===== src/rtl/mod_memaccess_if.sv =====
// SBU line-oriented bus between the memory-access controller (master) and
// the data memory / bus fabric (slave).
interface mod_memaccess_if #(
    parameter int DATA_W = 64
);
    logic              bus_reqcyc;
    logic              bus_reqack;
    logic [0:DATA_W-1] bus_req;
    logic [0:1]        bus_reqtag;
    logic              bus_respcyc;
    logic              bus_respack;
    logic [0:DATA_W-1] bus_resp;

    modport master (
        output bus_reqcyc, bus_req, bus_reqtag, bus_respack,
        input  bus_reqack, bus_respcyc, bus_resp
    );

    modport slave (
        input  bus_reqcyc, bus_req, bus_reqtag, bus_respack,
        output bus_reqack, bus_respcyc, bus_resp
    );
endinterface


===== src/rtl/mod_memaccess.sv =====
// Data-memory access controller for the memory stage: runs one load
// (line read, word select) or store (line read-modify-write) at a time
// on the SBU bus. Bit 0 of every address/data vector is the MSB.
// Optional feature macro: MEMACC_LINE_BUFFER_EN keeps the last line so
// loads that hit it complete without a bus transaction.
//
// state     | meaning
// ----------+-----------------------------------------------
// S_IDLE    | waiting for ld_req / st_req (load has priority)
// S_RD_REQ  | line read request on the bus, wait for ack
// S_RD_DATA | collecting LINE_BEATS read beats into line_q
// S_WR_REQ  | line write request on the bus, wait for ack
// S_WR_DATA | sending LINE_BEATS write beats from line_q
// S_DONE    | one cycle: load_done pulse / store_opn drops
module mod_memaccess #(
    parameter int ADDR_W     = 64,
    parameter int DATA_W     = 64,
    parameter int LINE_BEATS = 8
) (
    input  logic              clk,
    input  logic              reset_n,
    input  logic              ld_req,
    input  logic              st_req,
    input  logic [0:ADDR_W-1] req_addr,
    input  logic [0:DATA_W-1] st_data,
    output logic              memstage_active,
    output logic              store_memstage_active,
    output logic              load_done,
    output logic [0:DATA_W-1] load_buffer,
    output logic              store_opn,
    mod_memaccess_if.master   bus
);
    localparam int CNT_W = $clog2(LINE_BEATS);
    localparam int OFF_W = CNT_W + 3;
    localparam logic [CNT_W-1:0] LAST_BEAT = CNT_W'(LINE_BEATS - 1);

    typedef logic [0:ADDR_W-1] addr_t;
    typedef logic [0:DATA_W-1] word_t;

    typedef enum logic [2:0] {
        S_IDLE, S_RD_REQ, S_RD_DATA, S_WR_REQ, S_WR_DATA, S_DONE
    } state_t;

    function automatic addr_t line_of(input addr_t a);
        line_of = {a[0:ADDR_W-OFF_W-1], {OFF_W{1'b0}}};
    endfunction

    function automatic logic [CNT_W-1:0] idx_of(input addr_t a);
        idx_of = a[ADDR_W-OFF_W:ADDR_W-4];
    endfunction

    // Byte-within-word bits: accesses are 8-byte aligned.
    logic unused_addr_lsbs;
    assign unused_addr_lsbs = ^req_addr[ADDR_W-3:ADDR_W-1];

    state_t           state_q, state_d;
    logic [CNT_W-1:0] cnt_q, cnt_d;
    logic [CNT_W-1:0] idx_q, idx_d;
    addr_t            acc_line_q, acc_line_d;
    word_t            wdata_q, wdata_d;
    logic             is_load_q, is_load_d;
    word_t            line_q [LINE_BEATS];
    word_t            line_d [LINE_BEATS];
    word_t            load_buffer_q, load_buffer_d;
    logic             load_done_q, load_done_d;
    logic             ld_active_q, ld_active_d;
    logic             st_active_q, st_active_d;
    logic             reqcyc_q, reqcyc_d;
    word_t            req_q, req_d;
    logic [0:1]       reqtag_q, reqtag_d;
`ifdef MEMACC_LINE_BUFFER_EN
    logic             buf_valid_q, buf_valid_d;
    addr_t            buf_line_q, buf_line_d;
`endif

    // Next-state, datapath and registered-output decode.
    always_comb begin
        state_d       = state_q;
        cnt_d         = cnt_q;
        idx_d         = idx_q;
        acc_line_d    = acc_line_q;
        wdata_d       = wdata_q;
        is_load_d     = is_load_q;
        line_d        = line_q;
        load_buffer_d = load_buffer_q;
`ifdef MEMACC_LINE_BUFFER_EN
        buf_valid_d   = buf_valid_q;
        buf_line_d    = buf_line_q;
`endif
        case (state_q)
            S_IDLE: begin
                if (ld_req || st_req) begin
                    acc_line_d = line_of(req_addr);
                    idx_d      = idx_of(req_addr);
                    wdata_d    = st_data;
                    is_load_d  = ld_req;
                    cnt_d      = '0;
                    state_d    = S_RD_REQ;
`ifdef MEMACC_LINE_BUFFER_EN
                    if (ld_req && buf_valid_q && (line_of(req_addr) == buf_line_q)) begin
                        load_buffer_d = line_q[idx_of(req_addr)];
                        state_d       = S_DONE;
                    end
`endif
                end
            end
            S_RD_REQ: begin
                if (bus.bus_reqack) begin
                    cnt_d   = '0;
                    state_d = S_RD_DATA;
                end
            end
            S_RD_DATA: begin
                if (bus.bus_respcyc) begin
                    line_d[cnt_q] = bus.bus_resp;
                    if (cnt_q == LAST_BEAT) begin
                        cnt_d = '0;
                        if (is_load_q) begin
                            load_buffer_d = line_d[idx_q];
                            state_d       = S_DONE;
`ifdef MEMACC_LINE_BUFFER_EN
                            buf_valid_d   = 1'b1;
                            buf_line_d    = acc_line_q;
`endif
                        end else begin
                            line_d[idx_q] = wdata_q;
                            state_d       = S_WR_REQ;
                        end
                    end else begin
                        cnt_d = cnt_q + CNT_W'(1);
                    end
                end
            end
            S_WR_REQ: begin
                if (bus.bus_reqack) begin
                    cnt_d   = '0;
                    state_d = S_WR_DATA;
                end
            end
            S_WR_DATA: begin
                if (bus.bus_reqack) begin
                    if (cnt_q == LAST_BEAT) begin
                        cnt_d       = '0;
                        state_d     = S_DONE;
`ifdef MEMACC_LINE_BUFFER_EN
                        buf_valid_d = 1'b1;
                        buf_line_d  = acc_line_q;
`endif
                    end else begin
                        cnt_d = cnt_q + CNT_W'(1);
                    end
                end
            end
            S_DONE:  state_d = S_IDLE;
            default: state_d = S_IDLE;
        endcase

        load_done_d = (state_d == S_DONE) && is_load_d;
        ld_active_d = is_load_d && (state_d != S_IDLE);
        st_active_d = !is_load_d && (state_d != S_IDLE) && (state_d != S_DONE);
        reqcyc_d    = (state_d == S_RD_REQ) || (state_d == S_WR_REQ) || (state_d == S_WR_DATA);
        case (state_d)
            S_RD_REQ:  begin reqtag_d = 2'b01; req_d = acc_line_d;    end
            S_WR_REQ:  begin reqtag_d = 2'b10; req_d = acc_line_d;    end
            S_WR_DATA: begin reqtag_d = 2'b10; req_d = line_d[cnt_d]; end
            default:   begin reqtag_d = 2'b00; req_d = '0;            end
        endcase
    end

    // All controller state and registered outputs.
    always_ff @(posedge clk or negedge reset_n) begin
        if (!reset_n) begin
            state_q       <= S_IDLE;
            cnt_q         <= '0;
            idx_q         <= '0;
            acc_line_q    <= '0;
            wdata_q       <= '0;
            is_load_q     <= 1'b0;
            for (int i = 0; i < LINE_BEATS; i++) line_q[i] <= '0;
            load_buffer_q <= '0;
            load_done_q   <= 1'b0;
            ld_active_q   <= 1'b0;
            st_active_q   <= 1'b0;
            reqcyc_q      <= 1'b0;
            req_q         <= '0;
            reqtag_q      <= 2'b00;
`ifdef MEMACC_LINE_BUFFER_EN
            buf_valid_q   <= 1'b0;
            buf_line_q    <= '0;
`endif
        end else begin
            state_q       <= state_d;
            cnt_q         <= cnt_d;
            idx_q         <= idx_d;
            acc_line_q    <= acc_line_d;
            wdata_q       <= wdata_d;
            is_load_q     <= is_load_d;
            line_q        <= line_d;
            load_buffer_q <= load_buffer_d;
            load_done_q   <= load_done_d;
            ld_active_q   <= ld_active_d;
            st_active_q   <= st_active_d;
            reqcyc_q      <= reqcyc_d;
            req_q         <= req_d;
            reqtag_q      <= reqtag_d;
`ifdef MEMACC_LINE_BUFFER_EN
            buf_valid_q   <= buf_valid_d;
            buf_line_q    <= buf_line_d;
`endif
        end
    end

    assign memstage_active       = ld_active_q;
    assign store_memstage_active = st_active_q;
    assign store_opn             = st_active_q;
    assign load_done             = load_done_q;
    assign load_buffer           = load_buffer_q;
    assign bus.bus_reqcyc        = reqcyc_q;
    assign bus.bus_req           = req_q;
    assign bus.bus_reqtag        = reqtag_q;
    // Read beats are only taken while collecting a line.
    assign bus.bus_respack       = bus.bus_respcyc && (state_q == S_RD_DATA);
endmodule


===== src/flat_wrapper.sv =====
// flat-port wrapper written by rule: the top's interface ports become plain ports
module mod_memaccess_flat 
#(
    parameter int ADDR_W     = 64,
    parameter int DATA_W     = 64,
    parameter int LINE_BEATS = 8
)
  (clk, reset_n, ld_req, st_req, req_addr, st_data, memstage_active, store_memstage_active, load_done, load_buffer, store_opn, bus_bus_reqcyc, bus_bus_req, bus_bus_reqtag, bus_bus_respack, bus_bus_reqack, bus_bus_respcyc, bus_bus_resp);
  mod_memaccess_if #(.DATA_W(DATA_W)) bus_i ();
  input  logic clk;
  input  logic reset_n;
  input  logic ld_req;
  input  logic st_req;
  input  logic [0:ADDR_W-1] req_addr;
  input  logic [0:DATA_W-1] st_data;
  output logic memstage_active;
  output logic store_memstage_active;
  output logic load_done;
  output logic [0:DATA_W-1] load_buffer;
  output logic store_opn;
  output wire logic [$bits(bus_i.bus_reqcyc)-1:0] bus_bus_reqcyc;
  output wire logic [$bits(bus_i.bus_req)-1:0] bus_bus_req;
  output wire logic [$bits(bus_i.bus_reqtag)-1:0] bus_bus_reqtag;
  output wire logic [$bits(bus_i.bus_respack)-1:0] bus_bus_respack;
  input wire logic [$bits(bus_i.bus_reqack)-1:0] bus_bus_reqack;
  input wire logic [$bits(bus_i.bus_respcyc)-1:0] bus_bus_respcyc;
  input wire logic [$bits(bus_i.bus_resp)-1:0] bus_bus_resp;
  assign bus_bus_reqcyc = bus_i.bus_reqcyc;
  assign bus_bus_req = bus_i.bus_req;
  assign bus_bus_reqtag = bus_i.bus_reqtag;
  assign bus_bus_respack = bus_i.bus_respack;
  assign bus_i.bus_reqack = bus_bus_reqack;
  assign bus_i.bus_respcyc = bus_bus_respcyc;
  assign bus_i.bus_resp = bus_bus_resp;
  mod_memaccess #(.ADDR_W(ADDR_W), .DATA_W(DATA_W), .LINE_BEATS(LINE_BEATS)) u_core (.clk(clk), .reset_n(reset_n), .ld_req(ld_req), .st_req(st_req), .req_addr(req_addr), .st_data(st_data), .memstage_active(memstage_active), .store_memstage_active(store_memstage_active), .load_done(load_done), .load_buffer(load_buffer), .store_opn(store_opn), .bus(bus_i));
endmodule

===== config.mk =====
export PLATFORM = sky130hd
export DESIGN_NAME = mod_memaccess_flat
export DESIGN_NICKNAME = d
export VERILOG_FILES = /design/src/rtl/mod_memaccess_if.sv /design/src/rtl/mod_memaccess.sv /design/src/flat_wrapper.sv
export SDC_FILE = /design/constraint.sdc
export NUM_CORES = 2
export LEC_CHECK = 0
export ABC_AREA = 1
export CORE_AREA = 4 4 466 468
export DETAILED_ROUTE_END_ITERATION = 6
export DIE_AREA = 0 0 470 472
export DONT_BUFFER_PORTS = 1
export HOLD_SLACK_MARGIN = 0.03
export PLACE_DENSITY = 0.42
export SLEW_MARGIN = 0
export SYNTH_ARGS = -nofsm -noshare
export SYNTH_HDL_FRONTEND = slang
export SYNTH_SLANG_ARGS = --single-unit

===== constraint.sdc =====
create_clock -name clk -period 6.8 [get_ports clk]
set_input_delay 2.04 -clock clk [delete_from_list [all_inputs] [get_ports clk]]
set_output_delay 2.04 -clock clk [all_outputs]
set_load 0.05 [all_outputs]

==> results.toml <==
[worst_setup_path]
critPathMaxStageDelay_ps = 1110
critPathRequiredTime_ps = 7420
worstPathMaxFanout = 48
arrival_ps = 6060
cp_cell_sequence = "clkinv_2 > nand3_4 > buf_4 > buf_4 > nand2_1 > nand3_1 > nand2_1 > nand2_1 > nand2_1 > nand3_1 > nand3_1 > nand3_1 > nand2_1"
critPathKind = "reg -> reg"
cpMaxStageDelayCell = "clkinv_2"
crit_path_start_kind = "flip-flop"
cp.buffers_inverters = 3
r2r_setup_slack_ps = 1360
crit_top_cell = "nand2_1"
critPathCaptureType = "flip-flop"
path_delay_family = "buffers and inverters"

[yosys]
syn_inst = 8504
syn_area_per_cell_um2 = 6.24
yosysSeqAreaShare = 0.370
syn_nets = 8705
synth_area_um2 = 53100
synth.distinct_cells = 40
yosysWarnings = 0
ys_seq_elements = 784

[grt]
grt_overflow = 0
grt_pass1_wl_um = 425000
grt_max_degree = 785
antenna_found_initial = 40
grt_usage = 0.262
grt_pass1_vias = 55900

[timing]
period_minus_slack_ps = 5440
setup_viol = 0
rsz0062_at_grt = "no"
period_share = 0.801
whs_ps = 462
tightest_slew_ps = 1240
drv_slew = 0
setup-tns-final_ps = 0
hold_viol_final = 0
fmax_mhz = 184
slew_headroom = 0.176
skew_ps = 43.7

[drt]
wl_um = 303000
drt.antenna.violating_nets = 0
num_vias = 58900
drtIter0Drc = 7173
vias_per_cell = 5.33
wl_per_cell_um = 27.4
firstDrtPassIters = 7
drc = 2

[clocking]
postCtsHoldBufs = 0
cts_resized = 0
clk_latency_ps = 770
root_buffer = "clkbuf_16"
clock_sinks = 784
cts_tree = "yes"
post_cts_buffers = 0
cts_made_buffers = 103
clkTransAtPathRegs_ps = 60
htreeDepth = 3
clock_path_buffers = 3

[finish]
finish.net_count = 8299
syn2layout_area_growth_pct = 11.3
final_common_cell = "nand2_1"
stdcell_count = 11000
layout-drive-gt1-share = 0.0479
mostFrequentLayoutCells = "nand2_1, nand3_1, dfrtp_1"

[floorplanning]
die-area_um2 = 222000
num_rows = 170
initial_core_util = 0.249
die_y_um = 472
dieWidth_um = 470
coreArea_um2 = 214000
ios = 334

[power]
ir_drop_uv = 341
p_per_area_nw_per_um2 = 415
leakagePower_nw = 30.2

[placement]
gp_congestion = 0.854
port_buffers = 0
dp_hpwl_um = 170000
dp_cells = 10800

[run_status]
violations = "design-rule violations"
run_status = "complete, but fails checks"

[hold_path]
hp-class = "reg -> reg"

[job]
maxCapViolCount = 0
worst register-to-register path, delay by kind of cell, from the launching register on:
family	cells	cell delay, ps
buf+inv	3	2200
simple gates	10	2050
flops	1	1080
final cells by class:
cell class | instances | area, µm²
well taps | 2838 | 3550
inverters | 732 | 2800
diodes | 23 | 57.6
fillers | 23900 | 154000
repair buffers | 135 | 1430
clock buffers | 147 | 3020
flip-flops and latches | 784 | 19600
multi-input cells | 6342 | 28200
clock inverters | 39 | 444
flip-flops by register name (all words and copies together), names as in the netlist:
register	flops
u_core.acc_line_q	64
u_core.cnt_q	3
u_core.load_buffer	64
u_core.bus.bus_reqcyc	1
u_core.bus.bus_req	64
u_core.bus.bus_reqtag	2
u_core.load_done	1
u_core.memstage_active	1
u_core.is_load_q	1
u_core.state_q	3
u_core.wdata_q	64
u_core.idx_q	3
u_core.line_q	512
u_core.store_memstage_active	1
Yosys cell counts:
master | n | area share
a311oi_1 | 1 | 0.00016
a31oi_1 | 30 | 0.0035
or2_2 | 21 | 0.0025
o311ai_1 | 1 | 0.00016
inv_1 | 716 | 0.051
a21oi_1 | 144 | 0.014
or2_0 | 45 | 0.0053
nor4_1 | 2 | 0.00024
ha_1 | 3 | 0.00071
nor2_1 | 256 | 0.018
or2_1 | 7 | 0.00082
o22ai_1 | 3 | 0.00035
nand3_1 | 1600 | 0.15
a211o_1 | 1 | 0.00016
nor2_2 | 12 | 0.0014
a221oi_1 | 20 | 0.0033
o311ai_0 | 14 | 0.0023
o21ai_2 | 2 | 0.00033
inv_2 | 15 | 0.0011
and2_1 | 42 | 0.0049
nand3_2 | 4 | 0.00075
nand3b_1 | 6 | 0.00085
o21ai_1 | 2 | 0.00019
a21oi_2 | 1 | 0.00016
a21boi_0 | 2 | 0.00028
nor2_4 | 3 | 0.00064
o21ai_0 | 120 | 0.011
nand2_1 | 3648 | 0.26
buf_4 | 19 | 0.0027
clkinv_2 | 1 | 0.000094
nand4_1 | 261 | 0.031
buf_1 | 50 | 0.0035
o2111ai_1 | 49 | 0.0081
buf_2 | 299 | 0.028
a211oi_1 | 1 | 0.00014
o211ai_1 | 17 | 0.0024
clkbuf_1 | 278 | 0.020
dfrtp_1 | 784 | 0.37
nor3_1 | 23 | 0.0022
o211ai_2 | 1 | 0.00024
layer usage:
layer | wire (µm) | vias up | track usage
met3 | 31200 | 721 | 0.0696
li1 | - | 26500 | -
met5 | 112 | - | 0
met4 | 15600 | 18 | 0.122
met1 | 126000 | 28400 | 0.342
met2 | 130000 | 3211 | 0.403
power breakdown:
group | total [mW] | switching, mW | leakage, nW | internal, mW
clock | 5.84 | 2.49 | 1.73 | 3.35
sequential | 7.18 | 1.24 | 9.83 | 5.94
combinational | 11.5 | 8.59 | 18.7 | 2.91
total | 24.5 | 12.3 | 30.2 | 12.2
metrics by stage:
| stage | total power [mW] | util | cell area (µm²) | setup slack (ps) |
|---|---|---|---|---|
| finish | 24.5 | 0.277 | 59100 | 1360 |
| CTS | 24.3 | 0.276 | 58900 | 1570 |
| global placement | 18.3 | 0.260 | 55500 | 1380 |
| global route | 26.0 | 0.277 | 59100 | 1420 |
| floorplan | 14.2 | - | 53100 | 1920 |
| detailed placement | 18.4 | 0.260 | 55500 | 1340 |
kinds of logic (layout without fill, tap and decap cells):
kind of cell,count (synthesis),after routing,synth area share
AO/OA/AOI/OAI,409,409,0.0467
adder cells (fa/ha/maj),3,3,0.000707
buffers and inverters,1378,1053,0.106
flip-flops,784,784,0.370
other,0,23,0
AND/OR/NAND/NOR,5930,5930,0.477
final timing paths:
path                                      startpoint                    end  depth (start not counted)
worst min register to register  u_core.acc_line_q[4]   u_core.acc_line_q[4]                          2
worst min-delay path            u_core.acc_line_q[4]   u_core.acc_line_q[4]                          2
min in group asynchronous                    reset_n     u_core.line_q[287]                          0
worst max-delay path                 u_core.cnt_q[2]  u_core.bus.bus_req[9]                         13
max in group asynchronous                    reset_n  u_core.acc_line_q[46]                          3
worst max register to register       u_core.cnt_q[2]  u_core.bus.bus_req[9]                         13
No activity file was read; power rests on OpenSTA's default activity.
